**config.mk**
```make
export PLATFORM = sky130hd
export DESIGN_NAME = mem_stage
export DESIGN_NICKNAME = d
export VERILOG_FILES = /design/src/rtl/mem_stage.sv
export SDC_FILE = /design/constraint.sdc
export NUM_CORES = 1
export LEC_CHECK = 0
export ABC_AREA = 0
export CAP_MARGIN = 20
export CORE_MARGIN = 4
export CORE_UTILIZATION = 24
export DETAILED_ROUTE_END_ITERATION = 10
export HOLD_SLACK_MARGIN = 0.06
export PLACE_DENSITY = 0.66
export SYNTH_ARGS = -nofsm -noshare
export SYNTH_HDL_FRONTEND = slang
export SYNTH_SLANG_ARGS = --single-unit
```
**constraint.sdc**
```tcl
create_clock -name clk -period 4.1 [get_ports clk]
set_input_delay 1.23 -clock clk [delete_from_list [all_inputs] [get_ports clk]]
set_output_delay 1.23 -clock clk [all_outputs]
set_load 0.02 [all_outputs]
```
**src/rtl/mem_stage.sv**
```systemverilog
// mem_stage: load/store decode, single-outstanding big-endian data-RAM access, write-back bundle to MEM/WB.
// Memory ops take IDLE + WAIT(>=1) + DONE with stallreq high until DONE; `MEM_ALIGN_CHECK_EN adds misalign_o.
`ifndef RegBus
`define RegBus 32
`endif
`ifndef RegAddrBus
`define RegAddrBus 5
`endif

module mem_stage (
  input  logic                   clk,
  input  logic                   rst,
  input  logic [`RegAddrBus-1:0] wd_i,
  input  logic                   wreg_i,
  input  logic [`RegBus-1:0]     wdata_i,
  input  logic [`RegBus-1:0]     hi_i,
  input  logic [`RegBus-1:0]     lo_i,
  input  logic                   whilo_i,
  input  logic [7:0]             aluop_i,
  input  logic [`RegBus-1:0]     mem_addr_i,
  input  logic [`RegBus-1:0]     reg2_i,
  input  logic                   flush,
  output logic [`RegAddrBus-1:0] wd_o,
  output logic                   wreg_o,
  output logic [`RegBus-1:0]     wdata_o,
  output logic [`RegBus-1:0]     hi_o,
  output logic [`RegBus-1:0]     lo_o,
  output logic                   whilo_o,
  output logic                   stallreq,
  output logic                   ram_req,
  output logic                   ram_we,
  output logic [`RegBus-1:0]     ram_addr,
  output logic [3:0]             ram_sel,
  output logic [`RegBus-1:0]     ram_wdata,
  input  logic                   ram_ack,
  input  logic [`RegBus-1:0]     ram_rdata
`ifdef MEM_ALIGN_CHECK_EN
  ,
  output logic                   misalign_o
`endif
);

  localparam logic [7:0] OP_LB  = 8'hE0;
  localparam logic [7:0] OP_LH  = 8'hE1;
  localparam logic [7:0] OP_LW  = 8'hE3;
  localparam logic [7:0] OP_LBU = 8'hE4;
  localparam logic [7:0] OP_LHU = 8'hE5;
  localparam logic [7:0] OP_SB  = 8'hE8;
  localparam logic [7:0] OP_SH  = 8'hE9;
  localparam logic [7:0] OP_SW  = 8'hEB;

  typedef enum logic [1:0] {S_IDLE, S_WAIT, S_DONE, S_DROP} state_t;

  state_t              state_q, state_d;
  logic                ram_req_q, ram_req_d;
  logic                ram_we_q, ram_we_d;
  logic [`RegBus-1:0]  ram_addr_q, ram_addr_d;
  logic [3:0]          ram_sel_q, ram_sel_d;
  logic [`RegBus-1:0]  ram_wdata_q, ram_wdata_d;
  logic [`RegBus-1:0]  buf_q, buf_d;

  logic                is_load, is_store, is_mem, is_byte, is_half, is_signed;
  logic                misalign, misalign_idle;
  logic [3:0]          sel;
  logic [`RegBus-1:0]  st_data, ld_data;
  logic [7:0]          ld_byte;
  logic [15:0]         ld_half;

  always_comb begin
    is_load   = 1'b0;
    is_store  = 1'b0;
    is_byte   = 1'b0;
    is_half   = 1'b0;
    is_signed = 1'b0;
    case (aluop_i)
      OP_LB:   begin is_load = 1'b1; is_byte = 1'b1; is_signed = 1'b1; end
      OP_LBU:  begin is_load = 1'b1; is_byte = 1'b1; end
      OP_LH:   begin is_load = 1'b1; is_half = 1'b1; is_signed = 1'b1; end
      OP_LHU:  begin is_load = 1'b1; is_half = 1'b1; end
      OP_LW:   is_load = 1'b1;
      OP_SB:   begin is_store = 1'b1; is_byte = 1'b1; end
      OP_SH:   begin is_store = 1'b1; is_half = 1'b1; end
      OP_SW:   is_store = 1'b1;
      default: ;
    endcase
  end

  assign is_mem = is_load | is_store;

  // Big-endian lanes: the lowest byte address lives in bits [31:24].
  always_comb begin
    sel     = 4'b1111;
    st_data = reg2_i;
    if (is_byte) begin
      st_data = {4{reg2_i[7:0]}};
      case (mem_addr_i[1:0])
        2'd0:    sel = 4'b1000;
        2'd1:    sel = 4'b0100;
        2'd2:    sel = 4'b0010;
        default: sel = 4'b0001;
      endcase
    end else if (is_half) begin
      st_data = {2{reg2_i[15:0]}};
      sel     = mem_addr_i[1] ? 4'b0011 : 4'b1100;
    end
  end

  always_comb begin
    case (mem_addr_i[1:0])
      2'd0:    ld_byte = buf_q[31:24];
      2'd1:    ld_byte = buf_q[23:16];
      2'd2:    ld_byte = buf_q[15:8];
      default: ld_byte = buf_q[7:0];
    endcase
    ld_half = mem_addr_i[1] ? buf_q[15:0] : buf_q[31:16];
    if (is_byte)      ld_data = {{24{is_signed & ld_byte[7]}}, ld_byte};
    else if (is_half) ld_data = {{16{is_signed & ld_half[15]}}, ld_half};
    else              ld_data = buf_q;
  end

`ifdef MEM_ALIGN_CHECK_EN
  assign misalign   = (is_half & mem_addr_i[0]) |
                      (is_mem & ~is_byte & ~is_half & (mem_addr_i[1:0] != 2'b00));
  assign misalign_o = (state_q == S_IDLE) & misalign;
`else
  assign misalign   = 1'b0;
`endif
  assign misalign_idle = (state_q == S_IDLE) & misalign;

  always_comb begin
    state_d     = state_q;
    ram_req_d   = ram_req_q;
    ram_we_d    = ram_we_q;
    ram_addr_d  = ram_addr_q;
    ram_sel_d   = ram_sel_q;
    ram_wdata_d = ram_wdata_q;
    buf_d       = buf_q;
    stallreq    = 1'b0;
    case (state_q)
      S_IDLE: begin
        if (is_mem & ~flush & ~misalign) begin
          stallreq    = 1'b1;
          ram_req_d   = 1'b1;
          ram_we_d    = is_store;
          ram_addr_d  = {mem_addr_i[`RegBus-1:2], 2'b00};
          ram_sel_d   = sel;
          ram_wdata_d = st_data;
          state_d     = S_WAIT;
        end
      end
      S_WAIT: begin
        stallreq = 1'b1;
        if (ram_ack) begin
          ram_req_d = 1'b0;
          buf_d     = ram_rdata;
          state_d   = flush ? S_IDLE : S_DONE;
        end else if (flush) begin
          state_d = S_DROP;
        end
      end
      S_DONE: state_d = S_IDLE;
      default: begin
        // The abandoned access still owns the RAM; a new memory op waits for IDLE.
        stallreq = is_mem & ~flush;
        if (ram_ack) begin
          ram_req_d = 1'b0;
          state_d   = S_IDLE;
        end
      end
    endcase
  end

  always_ff @(posedge clk or posedge rst) begin
    if (rst) begin
      state_q     <= S_IDLE;
      ram_req_q   <= 1'b0;
      ram_we_q    <= 1'b0;
      ram_addr_q  <= '0;
      ram_sel_q   <= 4'b0000;
      ram_wdata_q <= '0;
      buf_q       <= '0;
    end else begin
      state_q     <= state_d;
      ram_req_q   <= ram_req_d;
      ram_we_q    <= ram_we_d;
      ram_addr_q  <= ram_addr_d;
      ram_sel_q   <= ram_sel_d;
      ram_wdata_q <= ram_wdata_d;
      buf_q       <= buf_d;
    end
  end

  assign ram_req   = ram_req_q;
  assign ram_we    = ram_we_q;
  assign ram_addr  = ram_addr_q;
  assign ram_sel   = ram_sel_q;
  assign ram_wdata = ram_wdata_q;

  assign wd_o    = wd_i;
  assign hi_o    = hi_i;
  assign lo_o    = lo_i;
  assign wdata_o = ((state_q == S_DONE) & is_load) ? ld_data : wdata_i;
  assign wreg_o  = wreg_i & ~stallreq & ~flush & ~misalign_idle;
  assign whilo_o = whilo_i & ~stallreq & ~flush;

endmodule

```
==> results of run 1 <==
==> worst min-delay path by stage <==
stage | from | endpoint | slack (ns) | cells after the start
3_5_place_dp | ram_addr[17] | ram_addr[17] | 0.49 | 1
4_1_cts | ram_sel[0] | ram_sel[0] | 0.51 | 1
3_3_place_gp | ram_req | ram_req | 0.47 | 1
6_report | ram_addr[22] | ram_addr[22] | 0.51 | 1
2_1_floorplan | buf_q[16] | buf_q[16] | 0.50 | 1
5_1_grt | ram_addr[17] | ram_addr[17] | 0.52 | 1
==> report_power, final <==
group	total, µW	switching [µW]	internal [µW]	leakage (µW)
combinational	1720	787	932	0.00260
clock	886	445	441	0.000143
sequential	1670	310	1360	0.00131
total	4280	1540	2740	0.00406
==> cell usage after synthesis, types with 2 or more instances <==
master    instances
nor2_1           22
mux2_4           25
mux2i_1          30
dfrtp_1         102
nor2b_1           3
buf_1             6
a22oi_1           7
nand2b_1          3
a21oi_1          13
buf_2             3
clkbuf_1         20
nor3b_1           2
a211o_1           2
nand3_1          34
nand2_1          49
o21ai_0          66
a31oi_1           9
or3_1             7
a21o_1            3
buf_6             4
inv_1            10
ha_1              3
o41ai_1           2
buf_4            71
mux2_2           62
==> critical path: cells and delay by family <==
kind / cells / cell delay (ns)
compound gates: 1 / 0.13
buf+inv: 3 / 0.73
simple gates: 2 / 0.72
==> layout make-up <==
| type | count | area, µm² | share of cell area, % |
|---|---|---|---|
| clock buffer | 10 | 239 | 2.66 |
| clock inverter | 6 | 52.6 | 0.584 |
| inverter | 10 | 40.0 | 0.445 |
| multi-input combinational | 361 | 2830 | 31.5 |
| sequential | 102 | 2550 | 28.4 |
| tap | 324 | 405 | 4.51 |
| timing repair buffer | 295 | 2880 | 32.0 |
==> flip-flops by register name, indices dropped and copies added, names as in the netlist <==
signal,count
ram_req,1
state_q,2
ram_we,1
ram_addr,30
ram_sel,4
buf_q,32
ram_wdata,32
==> kinds of logic (layout without fill, tap and decap cells) <==
| group | Yosys count | in the layout |
|---|---|---|
| buffers and inverters | 114 | 321 |
| DFF | 102 | 102 |
| adders and majority gates | 3 | 3 |
| xor gates and xnor gates | 1 | 1 |
| muxes | 117 | 117 |
| AOI/OAI and AO/OA | 108 | 108 |
| other | 1 | 2 |
| and+or+nand+nor | 130 | 130 |
==> cell usage in the layout (no fill, tap or decap), types with 5 or more instances in the layout <==
| cell type | count |
|---|---|
| a22oi_1 | 6 |
| clkbuf_16 | 10 |
| dfrtp_1 | 102 |
| o21ai_0 | 61 |
| mux2i_1 | 30 |
| clkdlybuf4s50_1 | 198 |
| mux2_4 | 25 |
| a31oi_1 | 9 |
| buf_12 | 9 |
| o21ai_1 | 5 |
| buf_4 | 44 |
| nand3_2 | 8 |
| a21oi_1 | 12 |
| nand3_1 | 26 |
| nor2_1 | 20 |
| or3_1 | 7 |
| nand2_1 | 48 |
| clkbuf_2 | 9 |
| mux2_2 | 62 |
| buf_6 | 11 |
| buf_2 | 15 |
| inv_1 | 9 |
==> metrics by stage <==
step	power, µW	setup slack [ns]
after floorplan	2610	0.0514
after global placement	3370	-0.632
after detailed placement	3400	-0.635
after CTS	4320	0.000659
after global routing	4510	-0.00748
final	4280	0.0480
==> metal layers <==
| layer | global-route usage [%] | share of wire [%] | up-vias |
|---|---|---|---|
| met1 | 17.1 | 39 | 2491 |
| met2 | 24.5 | 49 | 215 |
| met3 | 3.50 | 7.3 | 78 |
| met5 | 0 | 0 | - |
| li1 | - | - | 2357 |
| met4 | 9.11 | 5.2 | 0 |
==> repair_timing <==
item / CTS / global route
gates cloned: 2 / 2
setup endpoints to repair: 35 / 35
pin swaps: 9 / 9
buffers inserted: 6 / 2
gates resized for setup: 203 / 30
==> impl_summary.txt, run 1 <==
----------------------------------------------------
[Status]
  Run status ... complete, no violations

[Synthesis]
  Mux cell area share after synthesis ... 23.1%
  Number of storage elements in the synthesis netlist ... 102
  Adder-cell share of the synthesized area ... 0.632%
  Largest family of logic cells by synthesized area ... multiplexers
  Number of instances in the synthesized netlist ... approximately 580
  Main area contributors after synthesis ... dfrtp_1 (43%), mux2_2 (12%), buf_4 (9.0%), mux2_4 (6.3%), o21ai_0 (5.6%)
  Syn Std Cell Area ... 5940 µm²
  Yosys warns ... 0
  Post-Synth Simple-Gate Area ... around a tenth
  Sequential area share after synthesis ... 42.9%
  Share of the synthesized area in compound gates (AO/OA/AOI/OAI) ... slightly above 10%
  Top flip-flop cell by instance count after synthesis ... dfrtp_1
  Proportion of synthesized flip-flops having asynchronous set or reset ... 100%
  Number of unique standard cell types used by synthesis ... 43
  Xor and xnor fraction of the mapped netlist area ... less than 1%
  Synth Area per Inst ... approximately 10 µm²
  Count of flip-flops with a built-in enable after synthesis ... 0
  Fraction of synthesized cell area taken by the top area cell type ... 42.9%
  Area leader, netlist ... dfrtp_1

[Floorplanning]
  Die width ... 165 µm
  Std-Cell Rows ... 57
  Core footprint ... 24300 µm²
  Effective utilization at floorplan ... approximately 24%
  Number of top-level design ports ... between 300 and 400
  Die Footprint ... ~27000 µm²
  Y dimension of the die ... 165 µm

[Timing]
  Max Transition Viols Final ... 0
  Maximum clock frequency ... ~250 MHz
  Worst Clk Skew ... 0.00683 ns
  Final Critical Period ... 4.05 ns
  Part of the cycle the worst path needs ... 98.8%
  Setup TNS Final ... 0 ns
  Remaining max-slew budget at the tightest pin ... 51.3%
  Final-layout worst hold slack ... ~0.51 ns
  Number of failing setup endpoints in the final timing report ... 0
  Hold violation total from the final report ... 0
  RSZ-0062 raised after global routing ... yes
  Slew at the pin closest to its max-slew limit ... between 0.7 and 0.8 ns

[Cells and area]
  Fill cell instance count of the final layout ... 2414
  Utilization of the core after routing ... between 30 and 40%
  Number of nets in the layout ... 993
  Layout-stage area growth over the synthesis result ... 51.4%
  Count of antenna diodes in the layout ... 0
  Share of post-route cells with drive strength above 1 ... 28.4%
  Number of standard cells in the layout, taps in and fillers out ... between 1k and 1.5k
  Post-route cell area ... 9000 µm²

[Job]
  Number of max-capacitance violations reported ... 0

[Critical path]
  WP data required ... 2.87 ns
  CP startpoint kind ... primary input
  Timing endpoint of the critical path ... stallreq
  Critical path class ... in2out
  CP endpoint kind ... output port
  Worst reg-to-reg path cell count ... 6
  Worst setup path startpoint ... aluop_i[1]
  CP max-delay cell ... or4b_4
  Crit-path cells ... dlygate4sd2_1 -> nor2b_1 -> or4b_4 -> o21ai_1 -> buf_4 -> clkdlybuf4s15_1
  Worst reg2reg path startpoint ... state_q[0]
  Setup slack, reg-to-reg ... 1.83 ns
  Arrival time at the worst endpoint ... 2.82 ns
  Crit path largest cell delay ... about 0.54 ns
  Reg2reg end ... ram_addr[28]
  Highest fanout seen on the critical path ... 5

[Detailed routing]
  Overall routed net length ... approximately 22000 µm
  Detail Route Antenna Nets ... 0
  Detailed-router iteration count before antenna repair ... 5
  Remaining design rule violation count ... 0
  Vias ... 5141
  DR iter-0 viols ... approximately 480
  Via density per instance ... between 4 and 5
  Routed wire length per instance ... 19.5 µm

[Global routing]
  Initial antenna violation count ... 0
  Via count of the first global-routing pass ... 5157
  Largest net degree at the start of global routing ... 68
  First-pass GRT wire length ... 30600 µm
  Total congestion overflow ... 0
  All-Layer GR Usage ... between 10% and 20%

[Min path]
  Class of the tightest hold or removal check ... reg2reg

[Power and ir drop]
  Static leakage power ... 0.00406 µW
  Cell Pwr Density ... about 480 nW/µm²
  Worst ir drop on vdd ... 0.000150 V

[Place]
  Detailed Place HPWL ... approximately 16000 µm
  Total instance count after detailed placement ... 1080
  Total of buffers placed on input and output ports ... approximately 240
  Gp weighted congestion ... 0.836
  Total cell area at the placement stage ... roughly 8500 µm²

[Clocking]
  Number of buffers inserted for hold repair after clock tree synthesis ... 0
  Number of buffers between clock root and the deepest sink ... 2
  Clock-pin slew reported for the worst setup and hold paths after clock tree synthesis ... approximately 0.080 ns
  TritonCTS Sinks ... 102
  CTS Root Cell ... clkbuf_16
  Num CTS Buffers ... 9
  CTS tree ... done
  Clk_lat worst skew ... roughly 0.36 ns
  Htree depth ... 3

----------------------------------------------------
Note: power is estimated with default switching activity, not from simulation.
==> inputs of run 2 (changes only) <==
--- a/config.mk
+++ b/config.mk
@@ -8,10 +8,11 @@
 export ABC_AREA = 0
 export CAP_MARGIN = 20
 export CORE_MARGIN = 4
-export CORE_UTILIZATION = 24
+export CORE_UTILIZATION = 29
 export DETAILED_ROUTE_END_ITERATION = 10
-export HOLD_SLACK_MARGIN = 0.06
-export PLACE_DENSITY = 0.66
+export GPL_TIMING_DRIVEN = 0
+export HOLD_SLACK_MARGIN = 0.15
+export PLACE_DENSITY = 0.76
 export SYNTH_ARGS = -nofsm -noshare
 export SYNTH_HDL_FRONTEND = slang
 export SYNTH_SLANG_ARGS = --single-unit
==> run 2 against run 1 <==
  * Count of clock-buffer cells in the layout grew 1
  * Utilization increased by 13 points
  * Worst setup slack got worse by 0.048 ns
  * Fmax down 1.2%
  * Die area shrank 16%
  * The run now ends with negative setup slack left
  * Sequential power hardly changed
  * First-iteration DRC count fell by 24%
  * Flip-flop and latch count stayed put
==> impl_summary.txt, run 2 (synthesis results as in run 1) <==
----------------------------------------------------
[Status]
  Run status ... complete, but fails checks (was complete, no violations)
  Failing checks ... negative setup slack

[Detailed routing]
  Overall routed net length ... 23000 µm (was 21600 µm)
  Vias ... 5697 (was 5141)
  Via density per instance ... 4.78 (was 4.64)
  Remaining design rule violation count ... 0 (unchanged)
  Routed wire length per instance ... 19.3 µm (was 19.5 µm)
  Detail Route Antenna Nets ... 0 (unchanged)
  Detailed-router iteration count before antenna repair ... 4 (was 5)
  DR iter-0 viols ... 367 (was 482)

[Place]
  Total of buffers placed on input and output ports ... 312 (was 244)
  Post-Place Worst Slack ... -1.49 ns (was -0.635 ns)
  Total cell area at the placement stage ... 9440 µm² (was 8520 µm²)
  Detailed Place HPWL ... 17900 µm (was 15700 µm)
  Gp weighted congestion ... 0.853 (was 0.836)
  Total instance count after detailed placement ... 1160 (was 1080)

[Critical path]
  CP endpoint kind ... output port (unchanged)
  Crit path largest cell delay ... 0.48 ns (was 0.54 ns)
  Highest fanout seen on the critical path ... 8 (was 5)
  Cell repeated most along the worst path ... buf_6
  CP startpoint kind ... primary input (unchanged)
  Crit path buf inv count ... 4 (was 3)
  Critical path class ... in2out (unchanged)
  Crit-path cells ... buf_6 -> nand4b_4 -> buf_6 -> or4_4 -> a21o_4 -> buf_8 -> nand3_2 -> buf_6 (was dlygate4sd2_1 -> nor2b_1 -> or4b_4 -> o21ai_1 -> buf_4 -> clkdlybuf4s15_1)
  Arrival time at the worst endpoint ... 2.87 ns (was 2.82 ns)
  CP max-delay cell ... or4_4 (was or4b_4)
  Critical path's top delay family ... simple AND/OR/NAND/NOR gates (was buffers and inverters)
  WP data required ... 2.87 ns (about the same)
  Worst setup path startpoint ... aluop_i[4] (was aluop_i[1])
  Worst reg2reg path startpoint ... state_q[0] (unchanged)

[Power and ir drop]
  Static leakage power ... 0.00462 µW (was 0.00406 µW)
  Worst ir drop on vdd ... 0.000255 V (was 0.000150 V)
  Power spent charging and discharging nets ... 1590 µW (was 1540 µW)
  Sequential fraction of design power ... 37.0% (was 39.1%)
  Sw Ratio ... 35.2% (was 36.0%)
  Clock power frac ... 20.2% (was 20.7%)
  Cell Pwr Density ... 445 nW/µm² (was 475 nW/µm²)
  Combinational fraction of design power ... 42.8% (was 40.2%)
  Internal Pwr Total ... 2920 µW (was 2740 µW)

[Clocking]
  Clock-pin slew reported for the worst setup and hold paths after clock tree synthesis ... 0.07 ns (was 0.08 ns)
  CTS tree ... done (unchanged)
  TritonCTS Sinks ... 102 (unchanged)
  Number of buffers between clock root and the deepest sink ... 2 (unchanged)
  Number of buffers inserted for hold repair after clock tree synthesis ... 0 (unchanged)
  Htree depth ... 3 (unchanged)
  Clk_lat worst skew ... 0.35 ns (was 0.36 ns)
  CTS Root Cell ... clkbuf_16 (unchanged)
  Num CTS Buffers ... 9 (unchanged)

[Global routing]
  All-Layer GR Usage ... 18.9% (was 14.7%)
  First-pass GRT wire length ... 32800 µm (was 30600 µm)
  Via count of the first global-routing pass ... 5714 (was 5157)
  Total congestion overflow ... 0 (unchanged)
  Largest net degree at the start of global routing ... 53 (was 68)
  Initial antenna violation count ... 2 (was 0)

[Cells and area]
  Most common library cell in the layout ignoring fill and taps ... clkdlybuf4s50_1 (unchanged)
  Utilization of the core after routing ... 50.2% (was 37.0%)
  Number of nets in the layout ... 1130 (was 993)
  Share of post-route cells with drive strength above 1 ... 32.0% (was 28.4%)
  Number of standard cells in the layout, taps in and fillers out ... 1191 (was 1108)
  Post-route cell area ... 10100 µm² (was 9000 µm²)
  Top library cells by usage in the layout, fill and taps aside ... clkdlybuf4s50_1 (267), dfrtp_1 (102), buf_4 (89) (was clkdlybuf4s50_1 (198), dfrtp_1 (102), mux2_2 (62))
  Layout-stage area growth over the synthesis result ... 70.3% (was 51.4%)

[Timing]
  Max Transition Viols Final ... 0 (unchanged)
  Maximum clock frequency ... 244 MHz (was 247 MHz)
  Slew at the pin closest to its max-slew limit ... 0.898 ns (was 0.730 ns)
  Final Critical Period ... 4.10 ns (was 4.05 ns)
  Hold violation total from the final report ... 0 (unchanged)
  Remaining max-slew budget at the tightest pin ... 39.8% (was 51.3%)
  Worst setup slack after layout ... -0.000272 ns (was 0.0480 ns)
  RSZ-0062 raised after global routing ... yes (unchanged)
  Part of the cycle the worst path needs ... 100% (was 98.8%)
  Setup TNS Final ... -0.000272 ns (was 0 ns)
  Number of failing setup endpoints in the final timing report ... 1 (was 0)
  Worst Clk Skew ... 0.00431 ns (was 0.00683 ns)

[Floorplanning]
  Y dimension of the die ... 151 µm (was 165 µm)
  Core footprint ... 20200 µm² (was 24300 µm²)
  Number of top-level design ports ... 385 (unchanged)
  Die Footprint ... 22800 µm² (was 27300 µm²)
  Effective utilization at floorplan ... 29.5% (was 24.4%)
  Std-Cell Rows ... 52 (was 57)
  Die width ... 151 µm (was 165 µm)

[Min path]
  Hold_sp ... ram_wdata[28] (was ram_addr[22])
  Class of the tightest hold or removal check ... reg2reg (unchanged)

[Job]
  Number of max-capacitance violations reported ... 0 (unchanged)

----------------------------------------------------
-- run 2: layout make-up --
cell class	count	area, µm²
Timing Repair Buffer	329	3180
Clock inverter	4	52.6
Multi-Input combinational cell	361	2890
Clock buffer	11	253
Tap cell	270	338
Inverter	10	40.0
Fill cell	1855	10000
Antenna cell	1	2.50
Sequential cell	102	2550
Buffer	103	815
-- run 2: final timing paths --
path                                  to  slack (ns)  cells past startpoint
min in group asynchronous   ram_addr[13]        1.32                      2
min reg2reg                ram_wdata[28]        0.50                      1
min                        ram_wdata[28]        0.50                      1
max                          wdata_o[25]     -0.0003                      8
max in group asynchronous     state_q[0]        2.08                      3
max reg2reg                 ram_addr[18]        1.91                      8
-- run 2: worst register-to-register path, stage by stage, from the launching register on --
cell and delay, ns:
dfrtp_1 0.39, inv_1 0.09, ha_1 0.28, inv_1 0.20, or2_1 0.15, clkbuf_1 0.22
buf_6 0.21, buf_6 0.22, mux2_4 0.32
-- run 2: power by group through the flow --
stage          clock [µW]  combinational (µW)  sequential (µW)
6_report              908                1930             1670
3_3_place_gp            0                1840             1650
4_1_cts               942                1930             1660
3_5_place_dp            0                1870             1670
5_1_grt               981                2060             1710
2_1_floorplan           0                 816             1800
-- run 2: stage by stage --
step / hold slack (ns) / power (µW)
final: 0.503 / 4500
after detailed placement: 0.492 / 3550
after global placement: 0.479 / 3490
after CTS: 0.509 / 4530
after floorplan: 0.495 / 2610
after global routing: 0.524 / 4750
-- run 2: timing repair --
action	in CTS	in global routing
setup endpoints to repair	35	28
pin swaps	9	6
endpoints found under the hold margin	0	0
gates resized for setup	249	55
cloned	1	0
buffers inserted	12	3
-- run 2: routing by layer --
layer | wire length (µm) | part of all wire (%) | vias up | GRT usage [%]
met4 | 508 | 2.2 | 2 | 6.30
met1 | 8620 | 37 | 2758 | 22.0
met2 | 12000 | 52 | 268 | 33.7
li1 | - | - | 2631 | -
met3 | 1910 | 8.3 | 38 | 5.03
met5 | 7 | 0.030 | - | 0
